==> config.mk <==
export PLATFORM = sky130hd
export DESIGN_NAME = writeback_arbiter
export DESIGN_NICKNAME = d
export VERILOG_FILES = /design/src/rtl/writeback_arbiter.sv
export SDC_FILE = /design/constraint.sdc
export NUM_CORES = 1
export LEC_CHECK = 0
export CORE_UTILIZATION = 49
export DETAILED_ROUTE_END_ITERATION = 16
export PLACE_DENSITY = 0.81
export SYNTH_ARGS = -nofsm -noshare
export SYNTH_HDL_FRONTEND = slang
export SYNTH_SLANG_ARGS = --single-unit
==> constraint.sdc <==
create_clock -name Clk -period 2.4 [get_ports Clk]
set_clock_uncertainty 0.2 [all_clocks]
set_input_delay 0.36 -clock Clk [delete_from_list [all_inputs] [get_ports Clk]]
set_output_delay 0.36 -clock Clk [all_outputs]
set_load 0.005 [all_outputs]
==> src/rtl/writeback_arbiter.sv <==
// Merges single-cycle results (A) and queued multicycle results (B) onto the
// single register-file write port, and tracks destinations with writes still pending.
module writeback_arbiter #(
    parameter int DATA_WIDTH = 64,
    parameter int ADDR_WIDTH = 5,
    parameter int FIFO_DEPTH = 4
) (
    input  logic                           Clk,
    input  logic                           Rst,
    input  logic                           a_valid,
    output logic                           a_ready,
    input  logic [ADDR_WIDTH-1:0]          a_addr,
    input  logic [DATA_WIDTH-1:0]          a_data,
    input  logic                           b_valid,
    output logic                           b_ready,
    input  logic [ADDR_WIDTH-1:0]          b_addr,
    input  logic [DATA_WIDTH-1:0]          b_data,
    output logic [ADDR_WIDTH-1:0]          writeAddr,
    output logic [DATA_WIDTH-1:0]          data_in,
    output logic                           write_En,
    output logic [$clog2(FIFO_DEPTH):0]    fifo_count,
    output logic [(1<<ADDR_WIDTH)-1:0]     pending_mask
);

    localparam int PW = $clog2(FIFO_DEPTH);
    localparam int CW = PW + 1;
    localparam logic [CW-1:0] DEPTH_C = CW'(FIFO_DEPTH);
    localparam logic GRANT_A = 1'b0;
    localparam logic GRANT_B = 1'b1;

    logic [ADDR_WIDTH-1:0] fifo_addr_q [FIFO_DEPTH];
    logic [ADDR_WIDTH-1:0] fifo_addr_d [FIFO_DEPTH];
    logic [DATA_WIDTH-1:0] fifo_data_q [FIFO_DEPTH];
    logic [DATA_WIDTH-1:0] fifo_data_d [FIFO_DEPTH];
    logic [PW-1:0]         rd_ptr_q, rd_ptr_d;
    logic [PW-1:0]         wr_ptr_q, wr_ptr_d;
    logic [CW-1:0]         fifo_count_q, fifo_count_d;
    logic                  last_grant_q, last_grant_d;
    logic [ADDR_WIDTH-1:0] write_addr_q, write_addr_d;
    logic [DATA_WIDTH-1:0] write_data_q, write_data_d;
    logic                  write_en_q, write_en_d;

    logic                  push, grant_a, grant_b;
    logic [PW-1:0]         slot;

    always_comb begin
        b_ready      = (fifo_count_q != DEPTH_C);
        // Ready terms look only at queue state and history, never at the requesting valid.
        a_ready      = (fifo_count_q == '0) || (last_grant_q == GRANT_B);
        push         = b_valid && b_ready;
        grant_a      = a_valid && a_ready;
        grant_b      = (fifo_count_q != '0) && !grant_a;

        fifo_addr_d  = fifo_addr_q;
        fifo_data_d  = fifo_data_q;
        rd_ptr_d     = rd_ptr_q;
        wr_ptr_d     = wr_ptr_q;
        last_grant_d = last_grant_q;
        write_addr_d = write_addr_q;
        write_data_d = write_data_q;
        write_en_d   = 1'b0;

        if (push) begin
            fifo_addr_d[wr_ptr_q] = b_addr;
            fifo_data_d[wr_ptr_q] = b_data;
            wr_ptr_d              = wr_ptr_q + PW'(1);
        end
        fifo_count_d = fifo_count_q + CW'(push) - CW'(grant_b);

        if (grant_a) begin
            write_addr_d = a_addr;
            write_data_d = a_data;
            write_en_d   = (a_addr != '0);
            last_grant_d = GRANT_A;
        end else if (grant_b) begin
            write_addr_d = fifo_addr_q[rd_ptr_q];
            write_data_d = fifo_data_q[rd_ptr_q];
            write_en_d   = (fifo_addr_q[rd_ptr_q] != '0);
            rd_ptr_d     = rd_ptr_q + PW'(1);
            last_grant_d = GRANT_B;
        end
    end

    // Occupied slots are the fifo_count entries starting at the read pointer.
    always_comb begin
        pending_mask = '0;
        slot         = '0;
        for (int i = 0; i < FIFO_DEPTH; i++) begin
            slot = rd_ptr_q + PW'(i);
            if (CW'(i) < fifo_count_q) begin
                pending_mask[fifo_addr_q[slot]] = 1'b1;
            end
        end
        if (write_en_q) begin
            pending_mask[write_addr_q] = 1'b1;
        end
        pending_mask[0] = 1'b0;
    end

    always_ff @(posedge Clk) begin
        if (Rst) begin
            for (int i = 0; i < FIFO_DEPTH; i++) begin
                fifo_addr_q[i] <= '0;
                fifo_data_q[i] <= '0;
            end
            rd_ptr_q     <= '0;
            wr_ptr_q     <= '0;
            fifo_count_q <= '0;
            last_grant_q <= GRANT_B;
            write_addr_q <= '0;
            write_data_q <= '0;
            write_en_q   <= 1'b0;
        end else begin
            fifo_addr_q  <= fifo_addr_d;
            fifo_data_q  <= fifo_data_d;
            rd_ptr_q     <= rd_ptr_d;
            wr_ptr_q     <= wr_ptr_d;
            fifo_count_q <= fifo_count_d;
            last_grant_q <= last_grant_d;
            write_addr_q <= write_addr_d;
            write_data_q <= write_data_d;
            write_en_q   <= write_en_d;
        end
    end

    assign writeAddr  = write_addr_q;
    assign data_in    = write_data_q;
    assign write_En   = write_en_q;
    assign fifo_count = fifo_count_q;

endmodule

==> flow_summary_export.csv, run 1 <==
group,metric,value,unit
outcome,failed_checks,"negative setup slack",
clock_tree,cts-buffers-inserted,37,
layout,multi_input_area,0.00875,sq mm
drt,route.vias.total,16100,
yosys,yosysWarningCount,0,
drt,viasPerCell,5.88,
placed_design,post_dp_cell_area,0.0199,sq mm
sta,finalSetupTns,-21080,ps
layout,final_cell_area,0.0220,sq mm
layout,reg_area,0.00710,sq mm
drt,routed_wire_length_per_instance,20.1,microns
die,core,0.0327,sq mm
worst_setup_path,crit_path_most_repeated_cell,"sky130_fd_sc_hd__buf_6",
clock_tree,cts-htree-levels,2,
global_routing,global_route_wire_length_before_repair,84600,microns
drt,drtAntennaViolNets,0,
yosys,synth_enable_flop_cells,0,
layout,fin_util,67.2,%
sta,timing.final.setup_violations,32,
outcome,outcome,"finished with violations",
yosys,synth_fp_nets,2115,
sta,layout_worst_path_cycle_share,131,%
yosys,post_synth_instance_area,0.0164,sq mm
drt,first_iter_violations,1625,
global_routing,antenna_found_initial,5,
sta,max_slew_violations,0,
yosys,postSynth.topFlopCell,"sky130_fd_sc_hd__dfxtp_1",
placed_design,dp_slack,-661,ps
layout,filler_cell_count,2553,
placed_design,post-dp-hpwl,34900,microns
die,initial_core_util,50.1,%
sta,fin_crit,3130,ps
power,leakage,0.00787,uW
drt,post-route-drc-count,0,
placed_design,port_buffers,247,
min_path,timing.hold.worst_path_depth,2,
power,ir_worst_vdd,617,uV
die,area_of_the_die,0.0342,sq mm
global_routing,grt_pass1_vias,15800,
yosys,synth.avg_cell_area,8.34,sq um
placed_design,gpl.final_weighted_congestion,0.930,
clock_tree,cts.clk_slew.worst_paths,60,ps
sta,fin_ws,-732,ps
sta,fmax,319,MHz
worst_setup_path,start_kind,"register",
sta,slew-limit-headroom,56.2,%
worst_setup_path,timing.critical_path.slowest_cell_delay,640,ps
die,std_cell_rows,66,
yosys,ys_types,52,
clock_tree,cts_sinks,354,
worst_setup_path,timing.critical_path.required,1840,ps
clock_tree,worstSkewPairLatency,530,ps
sta,worst-slew-pin-transition,657,ps
yosys,synth-async-reset-ratio,0,%
die,chipWidth,185,microns
worst_setup_path,worstPathMaxFanout,7,
layout,number_of_nets_in_the_layout,2411,
drt,total_routed_length,54900,microns
global_routing,grt_overflow,0,
clock_tree,root_driver,"sky130_fd_sc_hd__clkbuf_16",
sta,final-hold-violation-count,0,
yosys,postSynthCellCount,1964,
layout,synthesis_to_layout_area_growth,34.2,%
layout,layout_commonest_cell,"sky130_fd_sc_hd__nand2_1",
die,ios,249,
clock_tree,ctsLongestPathBuffers,3,
drt,drtPass1Iterations,6,
yosys,postSynthRegisterBits,354,
global_routing,gr-usage-all-layers,31.4,%
layout,mostFrequentLayoutCells,"sky130_fd_sc_hd__nand2_1 (664), sky130_fd_sc_hd__dfxtp_1 (350), sky130_fd_sc_hd__a21oi_1 (307)",
worst_setup_path,ff2ff_path_depth,8,
clock_tree,hold_buffers,0,
sta,grt_setup_unrepaired,"yes",
min_path,worst_hold_check_path_type,"in -> reg",
clock_tree,clock_tree_from_tritoncts,"built",
global_routing,grt_max_degree,78,
worst_setup_path,timing.critical_path.slowest_stage_cell,"sky130_fd_sc_hd__mux4_2",
worst_setup_path,endpoint_kind,"output port",
layout,post_route_cells_drive_above_1_share,19.8,%
die,die_height,185,microns
power,power_density,896,mW/mm^2
worst_setup_path,critical_path_cell_list,"buf_12 > mux4_2 > buf_6 > buf_6 > nor4b_4 > buf_4 > a22oi_2 > nand3_1 > buf_2",
worst_setup_path,setup.worst_path.class,"reg -> out",
worst_setup_path,crit_arrival,2570,ps
job,max-cap-violations,0,
yosys,synth-seq-area-share,43.3,%
worst_setup_path,regToRegSetupSlack,-110,ps
sta,final.hold.worst_slack,43.3,ps
cell type report:
class	instances	area share, %
Multi-Input combinational cell	1428	39.8
Sequential cell	354	32.3
Timing Repair Buffer	433	19.7
Clock buffer	55	4.98
Tap cell	442	2.52
Clock inverter	12	0.620
Inverter	6	0.102
Antenna cell	3	0.0342
cells in the mapped netlist, types with 4 or more instances:
library cell               count  area (sq um)
sky130_fd_sc_hd__mux4_2       80          1800
sky130_fd_sc_hd__ha_1          8           100
sky130_fd_sc_hd__a22oi_1      36           270
sky130_fd_sc_hd__buf_4        13          97.6
sky130_fd_sc_hd__buf_1         5          18.8
sky130_fd_sc_hd__nor4b_4       4          95.1
sky130_fd_sc_hd__a21oi_1     311          1560
sky130_fd_sc_hd__a32oi_1       9          78.8
sky130_fd_sc_hd__nor2b_1      16           100
sky130_fd_sc_hd__and3_1        4          25.0
sky130_fd_sc_hd__clkbuf_1    119           447
sky130_fd_sc_hd__nand2b_1      4          25.0
sky130_fd_sc_hd__nand3_1      64           320
sky130_fd_sc_hd__dfxtp_1     354          7090
sky130_fd_sc_hd__mux4_1        4           105
sky130_fd_sc_hd__nand4_1      11          68.8
sky130_fd_sc_hd__and2_1        6          37.5
sky130_fd_sc_hd__nand2_1     671          2520
sky130_fd_sc_hd__inv_1         6          22.5
sky130_fd_sc_hd__or3b_2        4          35.0
sky130_fd_sc_hd__a31oi_1      24           150
sky130_fd_sc_hd__and4b_1       4          40.0
sky130_fd_sc_hd__buf_6        10           113
sky130_fd_sc_hd__a311oi_1     39           342
sky130_fd_sc_hd__buf_2        23           115
sky130_fd_sc_hd__a222oi_1      5          50.1
sky130_fd_sc_hd__nand3_2       4          40.0
sky130_fd_sc_hd__nor2_1       85           319
sky130_fd_sc_hd__nand3b_1      5          37.5
kinds of logic after synthesis:
kind of cell	after synthesis	synth area share, %
buffers and inverters	182	5.56
multiplexers	84	11.6
XOR/XNOR	4	0.214
adder cells (fa/ha/maj)	9	0.733
AO/OA/AOI/OAI	429	15.1
flip-flops	354	43.3
AND/OR/NAND/NOR	901	23.4
other	1	0.0229
worst max-delay path, delay by kind of cell (launching register included):
family	cells	cell delay, ps
buffers and inverters	5	690
muxes	1	640
DFF	1	380
and+or+nand+nor	2	210
AOI/OAI and AO/OA	1	120
what timing repair did:
action                                  CTS  global route
endpoints found under the setup margin   45            55
setup buffers                            61             6
gates resized for setup                 222            47
pin swaps                                57            30
gates cloned                              1             0
endpoints found under the hold margin     0             0
power breakdown:
group          internal [uW]  switching (uW)
registers               6570             416
logic                   3280            3660
clock network           3400            2360
worst paths after layout:
| check | from | endpoint |
|---|---|---|
| min | Rst | fifo_data_q[209] |
| max | rd_ptr_q[0] | pending_mask[6] |
| min reg2reg | fifo_data_q[134] | fifo_data_q[134] |
| max reg2reg | rd_ptr_q[0] | write_En |
stage by stage:
stage | power [uW] | cells
2_1_floorplan | 10500 | 1964
3_3_place_gp | 13000 | 2600
3_5_place_dp | 13200 | 2600
4_1_cts | 19500 | 2727
5_1_grt | 20500 | 2732
6_report | 19700 | 2733
routing by layer:
| metal | track usage [%] | routed length (microns) |
|---|---|---|
| met1 | 39.9 | 21900 |
| met2 | 51.8 | 26200 |
| met3 | 5.96 | 4690 |
| met4 | 13.8 | 2010 |
| met5 | 0 | 22 |
state kept, by name, summed over array words and instances, names as in the netlist:
name	count
fifo_addr_q	20
data_in	64
wr_ptr_q	2
fifo_count	3
last_grant_q	1
fifo_data_q	256
rd_ptr_q	2
writeAddr	5
write_En	1
(Power assumes the default switching activity.)
==> run 2: changes to the inputs <==
GPL_TIMING_DRIVEN = 0   (was not set)
==> flow_summary_export.csv, run 2 (same netlist as run 1, synthesis figures left out) <==
group,metric,value,unit
sta,final.hold.worst_slack,183,ps
sta,worst-slew-pin-transition,933,ps
clock_tree,cts.clk_slew.worst_paths,60,ps
global_routing,gr-usage-all-layers,35.2,%
placed_design,post-dp-hpwl,41500,microns
clock_tree,worstSkewPairLatency,550,ps
layout,largest_register,"fifo_data_q",
min_path,timing.hold.worst_path_depth,3,
die,die_height,185,microns
sta,layout_worst_path_cycle_share,136,%
die,ios,249,
worst_setup_path,regToRegSetupSlack,-160,ps
die,initial_core_util,50.1,%
worst_setup_path,critical_path.n_buffers_inverters,6,
worst_setup_path,timing.rr.end,"write_En",
outcome,outcome,"finished with violations",
placed_design,port_buffers,245,
power,power_density,931,mW/mm^2
global_routing,antenna_found_initial,3,
clock_tree,clock_tree_from_tritoncts,"built",
worst_setup_path,endpoint_kind,"output port",
drt,first_iter_violations,2164,
drt,total_routed_length,61700,microns
die,chipWidth,185,microns
worst_setup_path,timing.critical_path.slowest_cell_delay,570,ps
worst_setup_path,timing.critical_path.slowest_stage_cell,"sky130_fd_sc_hd__mux4_2",
layout,synthesis_to_layout_area_growth,33.0,%
worst_setup_path,timing.rr.start,"rd_ptr_q[0]",
drt,post-route-drc-count,0,
sta,fin_ws,-874,ps
power,ir_worst_vdd,602,uV
worst_setup_path,critical-path-top-delay-family,"buffers and inverters",
layout,filler_cell_count,2516,
power,leakage,0.00782,uW
global_routing,global_route_wire_length_before_repair,92700,microns
layout,layout_commonest_cell,"sky130_fd_sc_hd__nand2_1",
drt,viasPerCell,6.18,
min_path,worst_hold_check_path_type,"in -> reg",
sta,slew-limit-headroom,37.8,%
sta,fin_crit,3270,ps
layout,mostFrequentLayoutCells,"sky130_fd_sc_hd__nand2_1 (663), sky130_fd_sc_hd__dfxtp_1 (349), sky130_fd_sc_hd__a21oi_1 (306)",
global_routing,grt_max_degree,20,
global_routing,grt_pass1_vias,16900,
sta,timing.final.setup_violations,34,
sta,finalSetupTns,-24520,ps
clock_tree,cts-buffers-inserted,38,
worst_setup_path,crit_arrival,2710,ps
placed_design,gpl.final_weighted_congestion,0.926,
worst_setup_path,start_kind,"register",
layout,multi_input_area,0.00872,sq mm
drt,routed_wire_length_per_instance,22.1,microns
layout,fin_util,66.6,%
worst_setup_path,ff2ff_path_depth,8,
sta,grt_setup_unrepaired,"yes",
worst_setup_path,timing.critical_path.required,1840,ps
layout,largest_register_ffs,256,
clock_tree,root_driver,"sky130_fd_sc_hd__clkbuf_16",
clock_tree,cts_sinks,354,
worst_setup_path,crit_path_most_repeated_cell,"sky130_fd_sc_hd__buf_6",
worst_setup_path,startpoint,"rd_ptr_q[0]",
sta,final-hold-violation-count,0,
min_path,min-delay-start,"a_data[12]",
sta,max_slew_violations,0,
job,max-cap-violations,0,
layout,number_of_nets_in_the_layout,2478,
die,core,0.0327,sq mm
worst_setup_path,worstPathMaxFanout,6,
clock_tree,cts-htree-levels,2,
die,area_of_the_die,0.0342,sq mm
global_routing,grt_overflow,0,
outcome,failed_checks,"negative setup slack",
drt,route.vias.total,17300,
clock_tree,ctsLongestPathBuffers,3,
worst_setup_path,critical_path_cell_list,"buf_8 > buf_16 > mux4_2 > buf_6 > nor4b_4 > buf_4 > buf_6 > a22oi_2 > nand3_1 > buf_2",
worst_setup_path,setup.worst_path.class,"reg -> out",
min_path,worstHoldEndpoint,"data_in[12]",
die,std_cell_rows,66,
drt,drtAntennaViolNets,0,
sta,fmax,305,MHz
drt,drtPass1Iterations,8,
layout,reg_area,0.00710,sq mm
layout,post_route_cells_drive_above_1_share,18.9,%
[run 2: metrics by stage]
| step | instance area [sq um] | total power (uW) | setup WS (ps) | std cells |
|---|---|---|---|---|
| finish | 21800 | 20300 | -874 | 2796 |
| global route | 21800 | 21000 | -944 | 2796 |
| CTS | 21500 | 19700 | -848 | 2781 |
| detailed placement | 19400 | 13000 | -1200 | 2651 |
| global placement | 19400 | 12900 | -1190 | 2651 |
| floorplan | 16400 | 10500 | 23.4 | 1964 |
[run 2: timing repair]
| action | CTS | global route |
|---|---|---|
| gates resized for setup | 243 | 109 |
| hold endpoints to repair | 1 | 0 |
| gates cloned | 3 | 0 |
| setup buffers | 70 | 17 |
| pin swaps | 57 | 37 |
| hold buffers | 1 | 0 |
| endpoints found under the setup margin | 295 | 206 |
[run 2: worst max-delay path by stage]
stage | cells after the start | slack (ps) | to
3_3_place_gp | 8 | -1190 | fifo_count[1]
6_report | 10 | -870 | pending_mask[20]
2_1_floorplan | 9 | 20 | fifo_count[2]
4_1_cts | 10 | -850 | pending_mask[2]
3_5_place_dp | 8 | -1200 | fifo_count[1]
5_1_grt | 8 | -940 | pending_mask[23]
[run 2: routing by layer]
metal  GRT usage [%]  vias up  share of wire [%]
met5               0        -              0.028
met4            18.9        2                5.5
met3            8.00      234                 11
met2            56.2     1215                 47
met1            44.3     8310                 37
li1                -     7527                  -
[run 2: tightest hold or removal path, cell delays in order]
cell and delay [ps]:
sky130_fd_sc_hd__clkdlybuf4s50_1 400, sky130_fd_sc_hd__nand2_1 50, sky130_fd_sc_hd__a311oi_1 70
[run 2: final cells by class]
type	count	area share, %
antenna	2	0.0230
clock buffer	53	4.90
inverter	6	0.103
multi-input combinational	1428	40.0
clock inverter	12	0.982
tap	442	2.54
timing repair buffer	335	14.3
buffer	164	4.56
sequential	354	32.6
[run 2: where the power goes]
group | switching, uW | total [uW] | internal, uW
registers | 429 | 7000 | 6570
logic | 4020 | 7250 | 3240
clock network | 2470 | 6030 | 3560
total | 6910 | 20300 | 13400
==> run 3: changes to the inputs <==
CORE_UTILIZATION = 58   (was 49)
DONT_BUFFER_PORTS = 1   (was not set)
==> flow_summary_export.csv, run 3 (same netlist as run 1, synthesis figures left out) <==
group,metric,value,unit
drt,dr_wl_met2,27500,microns
die,area_of_the_die,0.0289,sq mm
die,ios,249,
worst_setup_path,critical_path.n_buffers_inverters,2,
sta,final-hold-violation-count,1,
job,max-cap-violations,0,
clock_tree,clock_tree_from_tritoncts,"built",
power,power_density,932,mW/mm^2
sta,timing.final.setup_violations,33,
layout,multi_input_area,0.00875,sq mm
die,chipWidth,170,microns
global_routing,gr-usage-all-layers,40.1,%
global_routing,grt_max_degree,20,
global_routing,grt_overflow,0,
clock_tree,cts-buffers-inserted,37,
worst_setup_path,crit_arrival,2480,ps
drt,met3_wirelength,7050,microns
clock_tree,worstSkewPairLatency,530,ps
sta,fmax,329,MHz
layout,mostFrequentLayoutCells,"sky130_fd_sc_hd__nand2_1 (665), sky130_fd_sc_hd__dfxtp_1 (349), sky130_fd_sc_hd__a21oi_1 (308)",
sta,fin_crit,3040,ps
drt,viasPerCell,6.43,
die,initial_core_util,58.9,%
layout,synthesis_to_layout_area_growth,23.2,%
layout,number_of_nets_in_the_layout,2306,
layout,largest_register_ffs,256,
worst_setup_path,critical-path-top-delay-family,"multiplexers",
worst_setup_path,critical_path_cell_list,"buf_8 > buf_12 > mux4_2 > and4bb_2 > a22oi_1 > nand3_1",
layout,post_layout_nonfiller_instances,2563,
drt,routed_wire_length_per_instance,23.2,microns
power,ir_worst_vdd,704,uV
drt,post-route-drc-count,0,
clock_tree,ctsLongestPathBuffers,3,
layout,reg_area,0.00710,sq mm
power,total_power,18800,uW
drt,drtAntennaViolNets,0,
sta,grt_setup_unrepaired,"yes",
min_path,worst_hold_check_path_type,"in -> reg",
layout,layout_commonest_cell,"sky130_fd_sc_hd__nand2_1",
worst_setup_path,endpoint_kind,"output port",
global_routing,grt_pass1_vias,15700,
drt,total_routed_length,59600,microns
placed_design,port_buffers,0,
worst_setup_path,worstPathMaxFanout,8,
sta,max_slew_violations,0,
die,core,0.0278,sq mm
die,die_height,170,microns
layout,post_route_cells_drive_above_1_share,15.8,%
global_routing,antenna_found_initial,6,
placed_design,gpl.final_weighted_congestion,0.953,
placed_design,post-dp-hpwl,39700,microns
clock_tree,root_driver,"sky130_fd_sc_hd__clkbuf_16",
power,leakage,0.00700,uW
worst_setup_path,timing.critical_path.slowest_stage_cell,"sky130_fd_sc_hd__mux4_2",
clock_tree,cts.clk_slew.worst_paths,60,ps
clock_tree,cts-htree-levels,2,
sta,worst-slew-pin-transition,896,ps
layout,final_cell_area,0.0202,sq mm
layout,filler_cell_count,1935,
placed_design,post_dp_cell_area,0.0169,sq mm
global_routing,global_route_wire_length_before_repair,89000,microns
sta,slew-limit-headroom,40.3,%
die,std_cell_rows,61,
worst_setup_path,timing.critical_path.required,1840,ps
outcome,outcome,"finished with violations",
outcome,failed_checks,"negative hold slack, negative setup slack",
sta,final.hold.worst_slack,-15.3,ps
drt,first_iter_violations,2105,
sta,layout_worst_path_cycle_share,127,%
sta,fin_ws,-639,ps
clock_tree,cts_sinks,354,
drt,route.vias.total,16500,
worst_setup_path,timing.critical_path.slowest_cell_delay,630,ps
worst_setup_path,start_kind,"register",
drt,drt-met1-wl,22300,microns
drt,highest_metal_used,"met5",
layout,largest_register,"fifo_data_q",
placed_design,place.detailed.instances,2342,
drt,drtPass1Iterations,6,
worst_setup_path,setup.worst_path.class,"reg -> out",
## run 3: final timing paths
check | startpoint | to | slack (ps) | cells after the start
min reg2reg | fifo_data_q[159] | fifo_data_q[159] | 250 | 2
max reg2reg | rd_ptr_q[0] | write_En | -250 | 9
min | a_addr[4] | write_En | -20 | 3
max | rd_ptr_q[0] | pending_mask[18] | -640 | 6
## run 3: routing by layer
layer,GRT usage (%),vias up
met5,0,-
met4,18.6,2
met1,51.6,7927
li1,-,7188
met3,10.0,212
met2,63.5,1141
## run 3: repair_timing
item                       4_1_cts  5_1_grt
gates resized for setup         90      120
setup buffers                   16        7
hold buffers                   139        0
hold endpoints to repair       348        0
cloned                           1        2
pin swaps                       43       28
setup endpoints to repair      290      251
## run 3: power by group
group	leakage, uW	switching (uW)	internal [uW]
logic	0.00355	3670	2350
clock network	0.000570	2370	3290
registers	0.00288	559	6580
total	0.00700	6600	12200
## run 3: area by class of cell
class	instances	area share, %
timing repair buffer	165	8.33
sequential	354	35.2
antenna	5	0.0620
multi-input combinational	1428	43.4
clock inverter	8	0.496
tap	378	2.34
clock buffer	56	5.29
buffer	163	4.80
inverter	6	0.124
## run 3: per-stage QoR
stage | util [%] | setup TNS [ps] | setup slack (ps)
floorplan | - | 0 | 23.4
global placement | 60.7 | -46130 | -781
detailed placement | 60.7 | -58990 | -783
CTS | 71.3 | -17740 | -610
global route | 72.6 | -19580 | -663
finish | 72.6 | -18170 | -639
## run 3: worst register-to-register path: cells and delay by family (launching register included)
kind            cells  cell delay (ps)
buf+inv             5              670
simple gates        1              520
mux                 1              560
compound gates      2              220
flops               1              330
